$ cat config.mk
export PLATFORM = sky130hd
export DESIGN_NAME = prio_irq_ctrl
export DESIGN_NICKNAME = d
export VERILOG_FILES = /design/src/rtl/prio_irq_ctrl.sv
export SDC_FILE = /design/constraint.sdc
export NUM_CORES = 1
export LEC_CHECK = 0
export BUFFER_PORTS_ARGS = -buffer_cell sky130_fd_sc_hd__buf_2
export CORE_AREA = 2 2 53 55
export CTS_CLUSTER_DIAMETER = 80
export DETAILED_ROUTE_END_ITERATION = 6
export DIE_AREA = 0 0 55 57
export PLACE_DENSITY = 0.76
export REMOVE_ABC_BUFFERS = 1
export SKIP_LAST_GASP = 1
export SLEW_MARGIN = 20
export SYNTH_ARGS = -nofsm -noshare
export SYNTH_HDL_FRONTEND = slang
export SYNTH_SLANG_ARGS = --single-unit
$ cat constraint.sdc
create_clock -name clk -period 2.4 [get_ports clk]
set_clock_uncertainty 0.2 [all_clocks]
set_input_delay 0.48 -clock clk [delete_from_list [all_inputs] [get_ports clk]]
set_output_delay 0.48 -clock clk [all_outputs]
set_load 0.05 [all_outputs]
$ cat src/rtl/prio_irq_ctrl.sv
// Sequential 8-line interrupt controller with 74148-style active-low pins and cascade outputs.
// Define PRIO_ROTATE_EN for rotating priority; the default build uses fixed priority (7 highest).
module prio_irq_ctrl (
   input  logic       clk,
   input  logic       rst,
   input  logic       EI_bar,
   input  logic [7:0] A_bar,
   input  logic       mask_we,
   input  logic [7:0] mask_in,
   input  logic       ack,
   output logic       irq,
   output logic [2:0] Y_bar,
   output logic       GS_bar,
   output logic       EO_bar
);

   typedef enum logic [1:0] {StIdle, StGrant, StRelease} state_e;

   state_e     state_q, state_d;
   logic [7:0] pending_q, pending_d;
   logic [7:0] mask_q;
   logic [7:0] a_hist_q;
   logic [7:0] eligible;
   logic [7:0] fall;
   logic [7:0] clr;
   logic [2:0] idx_q, idx_d;
   logic [2:0] sel;
   logic       sel_vld;
   logic [2:0] y_bar_q;
   logic       gs_q, eo_q;
   logic [2:0] ptr;

`ifdef PRIO_ROTATE_EN
   logic [2:0] ptr_q, ptr_d;
   assign ptr = ptr_q;
`else
   assign ptr = 3'd7;
`endif

   assign fall      = a_hist_q & ~A_bar;
   assign eligible  = pending_q & ~mask_q;
   // A new falling edge in the ack cycle wins over the clear.
   assign pending_d = (pending_q & ~clr) | fall;

   // Walk from lowest to highest priority so the highest-priority hit is written last.
   always_comb begin
      logic [2:0] cand;
      cand    = '0;
      sel     = '0;
      sel_vld = 1'b0;
      for (int k = 7; k >= 0; k--) begin
         cand = ptr - 3'(k);
         if (eligible[cand]) begin
            sel     = cand;
            sel_vld = 1'b1;
         end
      end
   end

   always_comb begin
      state_d = state_q;
      idx_d   = idx_q;
      clr     = '0;
`ifdef PRIO_ROTATE_EN
      ptr_d   = ptr_q;
`endif
      unique case (state_q)
         StIdle: begin
            if (!EI_bar && sel_vld) begin
               idx_d   = sel;
               state_d = StGrant;
            end
         end
         StGrant: begin
            if (ack) begin
               clr[idx_q] = 1'b1;
               state_d    = StRelease;
`ifdef PRIO_ROTATE_EN
               ptr_d      = idx_q - 3'd1;
`endif
            end
         end
         StRelease: begin
            if (!ack) state_d = StIdle;
         end
         default: state_d = StIdle;
      endcase
   end

   always_ff @(posedge clk) begin
      if (rst) begin
         state_q   <= StIdle;
         pending_q <= '0;
         mask_q    <= '0;
         a_hist_q  <= 8'hFF;
         idx_q     <= '0;
         y_bar_q   <= 3'b111;
         gs_q      <= 1'b1;
         eo_q      <= 1'b1;
`ifdef PRIO_ROTATE_EN
         ptr_q     <= 3'd7;
`endif
      end else begin
         state_q   <= state_d;
         pending_q <= pending_d;
         a_hist_q  <= A_bar;
         idx_q     <= idx_d;
         gs_q      <= ~(~EI_bar & |eligible);
         eo_q      <= ~(~EI_bar & ~|eligible);
         if (mask_we) mask_q <= mask_in;
         if (state_q == StIdle && state_d == StGrant) y_bar_q <= ~sel;
`ifdef PRIO_ROTATE_EN
         ptr_q     <= ptr_d;
`endif
      end
   end

   assign irq    = (state_q == StGrant);
   assign Y_bar  = y_bar_q;
   assign GS_bar = gs_q;
   assign EO_bar = eo_q;

endmodule
After elaboration in Yosys (flattened, before gate mapping). Cells that the tools add are included.

Flip-flop bits (word level): 34. Latch bits: 0. Bits in writable memories: 0. Bits in read-only memories: 0. Input bits: 21. Output and inout port bits: 6. Word-level logic and storage cells: 57. Memories kept: 0.

$add $sub $neg: 0. Multipliers: 0. Divide/modulo/power cells: 0. Magnitude comparators: 2. Eq/ne operators: 3. Shift operators: 0. Muxes and demuxes: 23. Bitwise operators: 13. Reduce and logical (&&, ||, !) cells: 8.

Operator list (number): $and A8 B8 Y8 (3); $not A8 Y8 (3); $mux W8 (2); $mux W3 (4); $mux W1 (10); $mux W2 (5); $or A8 B8 Y8 (1); $reduce_or A8 Y1 (1); $pmux W2 S3 (1); $eq A2 B1 Y1 const B (2); $lt A3 B4 Y1 const B (1); $demux W1 S3 (1); $ge A3 B1 Y1 const B (1); $logic_and A1 B1 Y1 (3); $not A1 Y1 (3); $not A3 Y3 (1); $and A1 B1 Y1 (2); $eq A2 B2 Y1 const B (1); $logic_not A1 Y1 (2); $logic_not A2 Y1 (1); $reduce_and A2 Y1 (1).

Depth between registers and ports, before layout. Gate-level depths: netlist of run 1.

Depth in word-level cells: 15. Gate-level depth with buffers: 4.

Least setup slack after synthesis of run 1. No wires, ideal clock.

Path type: flip-flop to flip-flop. Start: register state_q[0]. End: register pending_q[0]. Library setup time: 0.132 ns. Data arrival time: 1.733 ns. Required time: 2.068 ns. Setup slack: 0.334 ns. Stages on the path, launching flop included: 5. Path through: dfxtp_1 > nor2b_1 > nand3_1 > o31ai_1 > a21oi_1.

Word-level cells in the longest chain between the ends: 5.

Ends and longest elaborated chain: from (decl) (RTL line 19) `state_e state_q, state_d;`; from (signal assigned) (RTL line 92) `state_q <= StIdle;`; from (signal assigned) (RTL line 104) `state_q <= state_d;`; $eq A2 B1 Y1; named net irq (RTL line 11) `output logic irq,`; $mux W8 (RTL line 67) `unique case (state_q)`; $not A8 Y8 (RTL line 43) `assign pending_d = (pending_q & ~clr) | fall;`; $and A8 B8 Y8 (RTL line 43); $or A8 B8 Y8 (RTL line 43); to (signal assigned) (RTL line 105) `pending_q <= pending_d;`; to (decl) (RTL line 20) `logic [7:0] pending_q, pending_d;`.

The timed path passes the listed nets, and every way through them passes these cells. A chain may end at the register's enable or synchronous reset.

Final worst setup path of run 1.
Start: register state_q[0]. End: output irq.

Word-level cells in the longest chain between the ends: 1.

Ends and longest elaborated chain: $eq A2 B1 Y1 (RTL line 118) `assign irq = (state_q == StGrant);`; to (decl) (RTL line 11).

No other way between the ends.

==> run_results.csv, run 1 <==
group,metric,value,unit
synth,yosysSeqAreaShare,51.1,%
synth,synthDominantCellAreaShare,51.1,%
sta,drv_slew,0,
sta,tightest_slew,0.517,ns
sta,final.setup.tns,0,ns
final_layout,layout_common_cells,"dfxtp_1 (34), buf_2 (26), nand2b_1 (11), nor2_1 (11), a21oi_1 (10)",
synth,ys_ff_latch,34,
route,viasPerCell,5.15,
global_routing,grt_pass1_wl,4.11,mm
die,dieWidth,55,um
route,ant_nets,0,
final_layout,area_growth,16.1,%
synth,syn_area,0.00133,mm2
route,wl,2.35,mm
worst_setup_path,cp.arrival,1.29,ns
synth,synth_flop_cell,"dfxtp_1",
worst_setup_path,cp_max_fo,4,
route,drt-initial-drc-count,19,
route,routedWlPerCell,12.0,um
worst_setup_path,cp-end-kind,"output port",
global_routing,antenna_found_initial,0,
die,start_util,50.9,%
die,fp-row-count,19,
worst_setup_path,crit_required,1.72,ns
final_layout,drive_gt1_share,23.0,%
clock_network,cts_hold_buf,0,
final_layout,nets,185,
synth,ys_types,30,
sta,setup_violations,0,
global_routing,gr-total-overflow,0,
sta,hold_viol,0,
route,drt_pass1_iterations,4,
clock_network,cts_num_sinks,34,
clock_network,cts_tree,"built",
sta,holdWs,0.130,ns
die,ioPinCount,27,
synth,synth-edff-count,0,
final_layout,layout_commonest_cell,"dfxtp_1",
sta,max_freq,507,MHz
synth,synth-warning-count,0,
worst_setup_path,critPathKind,"reg -> out",
clock_network,ctsResizeCount,0,
route,dr_total_vias,1010,
clock_network,h-tree-depth,2,
place,gp_congestion,0.904,
synth,synth.largest_area_cell,"dfxtp_1",
power_and_ir_drop,ir_drop,0.000585,V
clock_network,cts_buffer_depth,2,
sta,post-route-period-util,82.1,%
power_and_ir_drop,power_density,745,mW/mm2
die,dieArea,0.00314,mm2
clock_network,clkLatencyLatePin,0.33,ns
die,core,0.00262,mm2
clock_network,cts_root_buf,"clkbuf_4",
clock_network,cts_buffers,5,
synth,avgSynthCellArea,9.86,um2
place,port_buffers,26,
place,place_hpwl,1.77,mm
final_layout,antenna_cells,0,
job,maxCapViolations,0,
clock_network,post-cts-setup-buffers,0,
status,outcome,"finished, final reports clean",
worst_setup_path,start_kind,"flip-flop",
route,drc,0,
sta,min_period,1.97,ns
clock_network,clk_pin_slew,0.09,ns
global_routing,grt_usage,18.4,%
sta,rsz0062_at_grt,"false",
synth,synthCells,135,
power_and_ir_drop,p_leak,0.660,nW
global_routing,grt_pass1_vias,1007,
hold_path,hp-class,"in -> reg",
die,die_h,57,um
global_routing,grt_max_degree,34,
synth,synth.area.top_cells,"dfxtp_1 (51%), mux2i_1 (6.0%), nand2b_1 (5.2%)",
sta,relSlewSlack,65.5,%
synth,async_reset_ff_share,0,%
-- routing by layer --
metal / GRT usage (%) / up-vias / wire length [um]
li1: - / 526 / -
met1: 21.5 / 454 / 1020
met2: 28.6 / 24 / 1140
met3: 8.90 / 6 / 152
met4: 6.97 / 0 / 35
met5: 0 / - / 0
-- stage by stage --
step / util, % / setup WS, ns / cells / power, W / cell area [um2]
after floorplan: - / 0.344 / 131 / 0.000785 / 1320
after detailed placement: 56.8 / 0.543 / 188 / 0.000846 / 1490
after global routing: 59.1 / 0.303 / 196 / 0.00122 / 1550
final: 59.1 / 0.429 / 196 / 0.00115 / 1550
after global placement: 56.8 / 0.567 / 188 / 0.000840 / 1490
after CTS: 59.1 / 0.420 / 196 / 0.00117 / 1550
-- worst max-delay path: stages (launching register included) --
cell and delay (ns):
dfxtp_1 0.37, nor2b_1 0.28, buf_2 0.32
-- final timing paths --
kind | end | slack [ns] | depth (start not counted) | start
worst min register to register | pending_q[6] | 0.25 | 2 | a_hist_q[6]
worst min-delay path | a_hist_q[4] | 0.13 | 2 | A_bar[4]
worst max register to register | Y_bar[1] | 0.68 | 4 | pending_q[5]
worst max-delay path | irq | 0.43 | 2 | state_q[0]
-- cell usage after synthesis (all sizes together), types with 3 or more instances --
cell / instances
or2: 8
dfxtp: 34
nor2: 11
nand2: 4
nand3: 3
nand2b: 11
clkbuf: 4
nor2b: 9
a21oi: 10
a21o: 3
mux2i: 8
o21ai: 7
inv: 5
-- power breakdown --
part	internal [W]	leakage (nW)	switching [W]
clock network	0.000142	0.0353	0.000178
logic	0.0000808	0.342	0.000117
registers	0.000607	0.282	0.0000267
total	0.000830	0.660	0.000322
-- cell families after synthesis --
kind of cell | after synthesis | synth area share (%)
simple gates | 51 | 22.9
flops | 34 | 51.1
compound gates | 32 | 16.7
buf+inv | 9 | 2.54
mux | 8 | 6.02
xor+xnor | 1 | 0.658
-- area by class of cell --
type / instances / area [um2]
repair buffers: 26 / 130
flip-flops and latches: 34 / 681
multi-input cells: 92 / 617
well taps: 31 / 38.8
inverters: 5 / 18.8
clock buffers: 7 / 55.1
fillers: 267 / 1070
clock inverters: 1 / 5.00
-- state kept, by name (all words and copies together), names as in the netlist --
register / count
EO_bar: 1
GS_bar: 1
Y_bar: 3
a_hist_q: 8
idx_q: 3
mask_q: 8
pending_q: 8
state_q: 2
Note: power is estimated with default switching activity, not from simulation.
==> run 2: changes to the inputs <==
--- a/config.mk
+++ b/config.mk
@@ -6,11 +6,11 @@
 export NUM_CORES = 1
 export LEC_CHECK = 0
 export BUFFER_PORTS_ARGS = -buffer_cell sky130_fd_sc_hd__buf_2
-export CORE_AREA = 2 2 53 55
+export CORE_AREA = 2 2 57 59
 export CTS_CLUSTER_DIAMETER = 80
 export DETAILED_ROUTE_END_ITERATION = 6
-export DIE_AREA = 0 0 55 57
-export PLACE_DENSITY = 0.76
+export DIE_AREA = 0 0 59 61
+export PLACE_DENSITY = 0.7
 export REMOVE_ABC_BUFFERS = 1
 export SKIP_LAST_GASP = 1
 export SLEW_MARGIN = 20
==> constraint.sdc (replaced) <==
create_clock -name clk -period 1.6 [get_ports clk]
set_clock_uncertainty 0.2 [all_clocks]
set_input_delay 0.32 -clock clk [delete_from_list [all_inputs] [get_ports clk]]
set_output_delay 0.32 -clock clk [all_outputs]
set_load 0.05 [all_outputs]
==> run 2 against run 1 <==
Net effect: the run now ends with negative setup slack left; largest cell class unchanged; wire length rose by 21%; register-to-register slack got worse by 0.69 ns; worst setup slack got worse by 0.44 ns; sequential share of layout area fell by 6.5 points.
==> run_results.csv, run 2 (same netlist as run 1, synthesis figures left out) <==
group,metric,value,unit
worst_setup_path,cpPeakStageDelay,0.40,ns
status,violations,"negative setup slack",
die,dieWidth,59,um
global_routing,grt_max_degree,23,
power_and_ir_drop,ir_drop,0.000523,V
clock_network,clkLatencyLatePin,0.34,ns
route,wl,2.83,mm
clock_network,clk_pin_slew,0.10,ns
power_and_ir_drop,p_leak,0.797,nW
worst_setup_path,cp-end-kind,"flip-flop",
worst_setup_path,cp_max_fo,4,
final_layout,nets,208,
place,place_area,0.00158,mm2
die,core,0.00295,mm2
power_and_ir_drop,power_density,1010,mW/mm2
final_layout,layout_commonest_cell,"dfxtp_1",
worst_setup_path,critPathKind,"reg -> reg",
route,drc,0,
final_layout,drive_gt1_share,37.2,%
final_layout,reg_top3,"a_hist_q (8), mask_q (8), pending_q (8)",
worst_setup_path,cpLargestDelayFamily,"compound AO/OA/AOI/OAI gates",
die,start_util,45.1,%
final_layout,antenna_cells,0,
sta,drv_slew,0,
worst_setup_path,crit_required,1.63,ns
place,port_buffers,26,
sta,setup_violations,4,
hold_path,hp-class,"in -> reg",
clock_network,cts_buffer_depth,2,
sta,final.setup.tns,-0.0162,ns
sta,tightest_slew,0.353,ns
clock_network,h-tree-depth,2,
clock_network,cts_buffers,5,
sta,holdWs,0.00921,ns
status,outcome,"finished, violations left",
worst_setup_path,start_kind,"flip-flop",
worst_setup_path,worstPathCellList,"nor2b_4, a2111oi_4, a21o_1, buf_6, a21oi_1",
route,dr_total_vias,1130,
global_routing,grt_pass1_vias,1081,
sta,hold_viol,0,
final_layout,final_cell_area,0.00184,mm2
route,drt-initial-drc-count,27,
die,dieArea,0.00360,mm2
global_routing,antenna_found_initial,0,
sta,rsz0062_at_grt,"true",
die,die_h,61,um
final_layout,area_growth,38.5,%
route,viasPerCell,5.11,
sta,setup_ws,-0.00846,ns
place,gp_congestion,0.822,
power_and_ir_drop,finalPower,0.00186,W
sta,min_period,1.61,ns
route,routedWlPerCell,12.8,um
die,ioPinCount,27,
place,place_hpwl,2.03,mm
route,ant_nets,0,
worst_setup_path,path_buf_inv,1,
route,drt_pass1_iterations,4,
final_layout,layout_common_cells,"dfxtp_1 (26), buf_2 (25), nand2b_1 (11), nor2_1 (11), buf_4 (11)",
worst_setup_path,cp_slowest_cell,"a2111oi_4",
clock_network,cts_tree,"built",
global_routing,grt_usage,17.6,%
sta,relSlewSlack,76.5,%
worst_setup_path,cp.arrival,1.64,ns
die,fp-row-count,20,
global_routing,grt_pass1_wl,4.55,mm
job,maxCapViolations,0,
global_routing,gr-total-overflow,0,
sta,post-route-period-util,101,%
clock_network,cts_root_buf,"clkbuf_4",
sta,max_freq,622,MHz
clock_network,cts_num_sinks,34,
## run 2: cell types whose count changed in the layout (fill, tap and decap cells not counted), sizes merged
cell         delta
buf            +14
dlygate4sd3     +9
## run 2: power by group
group	switching (W)	internal [W]
logic	0.000208	0.000204
clock network	0.000279	0.000213
registers	0.0000448	0.000913
total	0.000532	0.00133
## run 2: final timing paths
| path | slack [ns] | start | cells past startpoint | to |
|---|---|---|---|---|
| setup / recovery | -0.008 | pending_q[3] | 5 | state_q[0] |
| setup reg to reg | -0.008 | pending_q[3] | 5 | state_q[0] |
| hold reg to reg | 0.25 | a_hist_q[4] | 2 | pending_q[4] |
| hold / removal | 0.009 | mask_in[0] | 3 | mask_q[0] |
## run 2: per-stage QoR
step,util (%),setup WS (ns),instances
after floorplan,-,-0.456,131
after global placement,53.3,-0.0107,200
after detailed placement,53.3,-0.0419,200
after CTS,59.7,-0.00583,218
after global routing,62.5,-0.0830,221
final,62.5,-0.00846,221
## run 2: final cells by class
cell class,instances,area (um2)
repair buffers,49,352
clock inverters,1,5.00
inverters,5,18.8
fillers,268,1110
multi-input cells,92,679
flip-flops and latches,34,693
clock buffers,7,55.1
well taps,33,41.3
## run 2: metal layers
metal / vias to the layer above / wire length (um) / track usage [%]
met5: - / 0 / 0
met4: 0 / 56 / 5.84
met3: 10 / 144 / 7.68
met2: 28 / 1390 / 31.0
met1: 524 / 1250 / 19.1
li1: 568 / - / -
## run 2: what timing repair did
| item | CTS | global route |
|---|---|---|
| hold buffers | 9 | 0 |
| buffers inserted | 1 | 4 |
| pin swaps | 5 | 6 |
| endpoints found under the setup margin | 3 | 9 |
| resized for setup | 11 | 17 |
| endpoints found under the hold margin | 9 | 0 |
## run 2: worst min-delay path: cells and delay by family
family | cells | cell delay, ns
multiplexers | 1 | 0.05
buffers and inverters | 1 | 0.07
AND/OR/NAND/NOR | 1 | 0.07
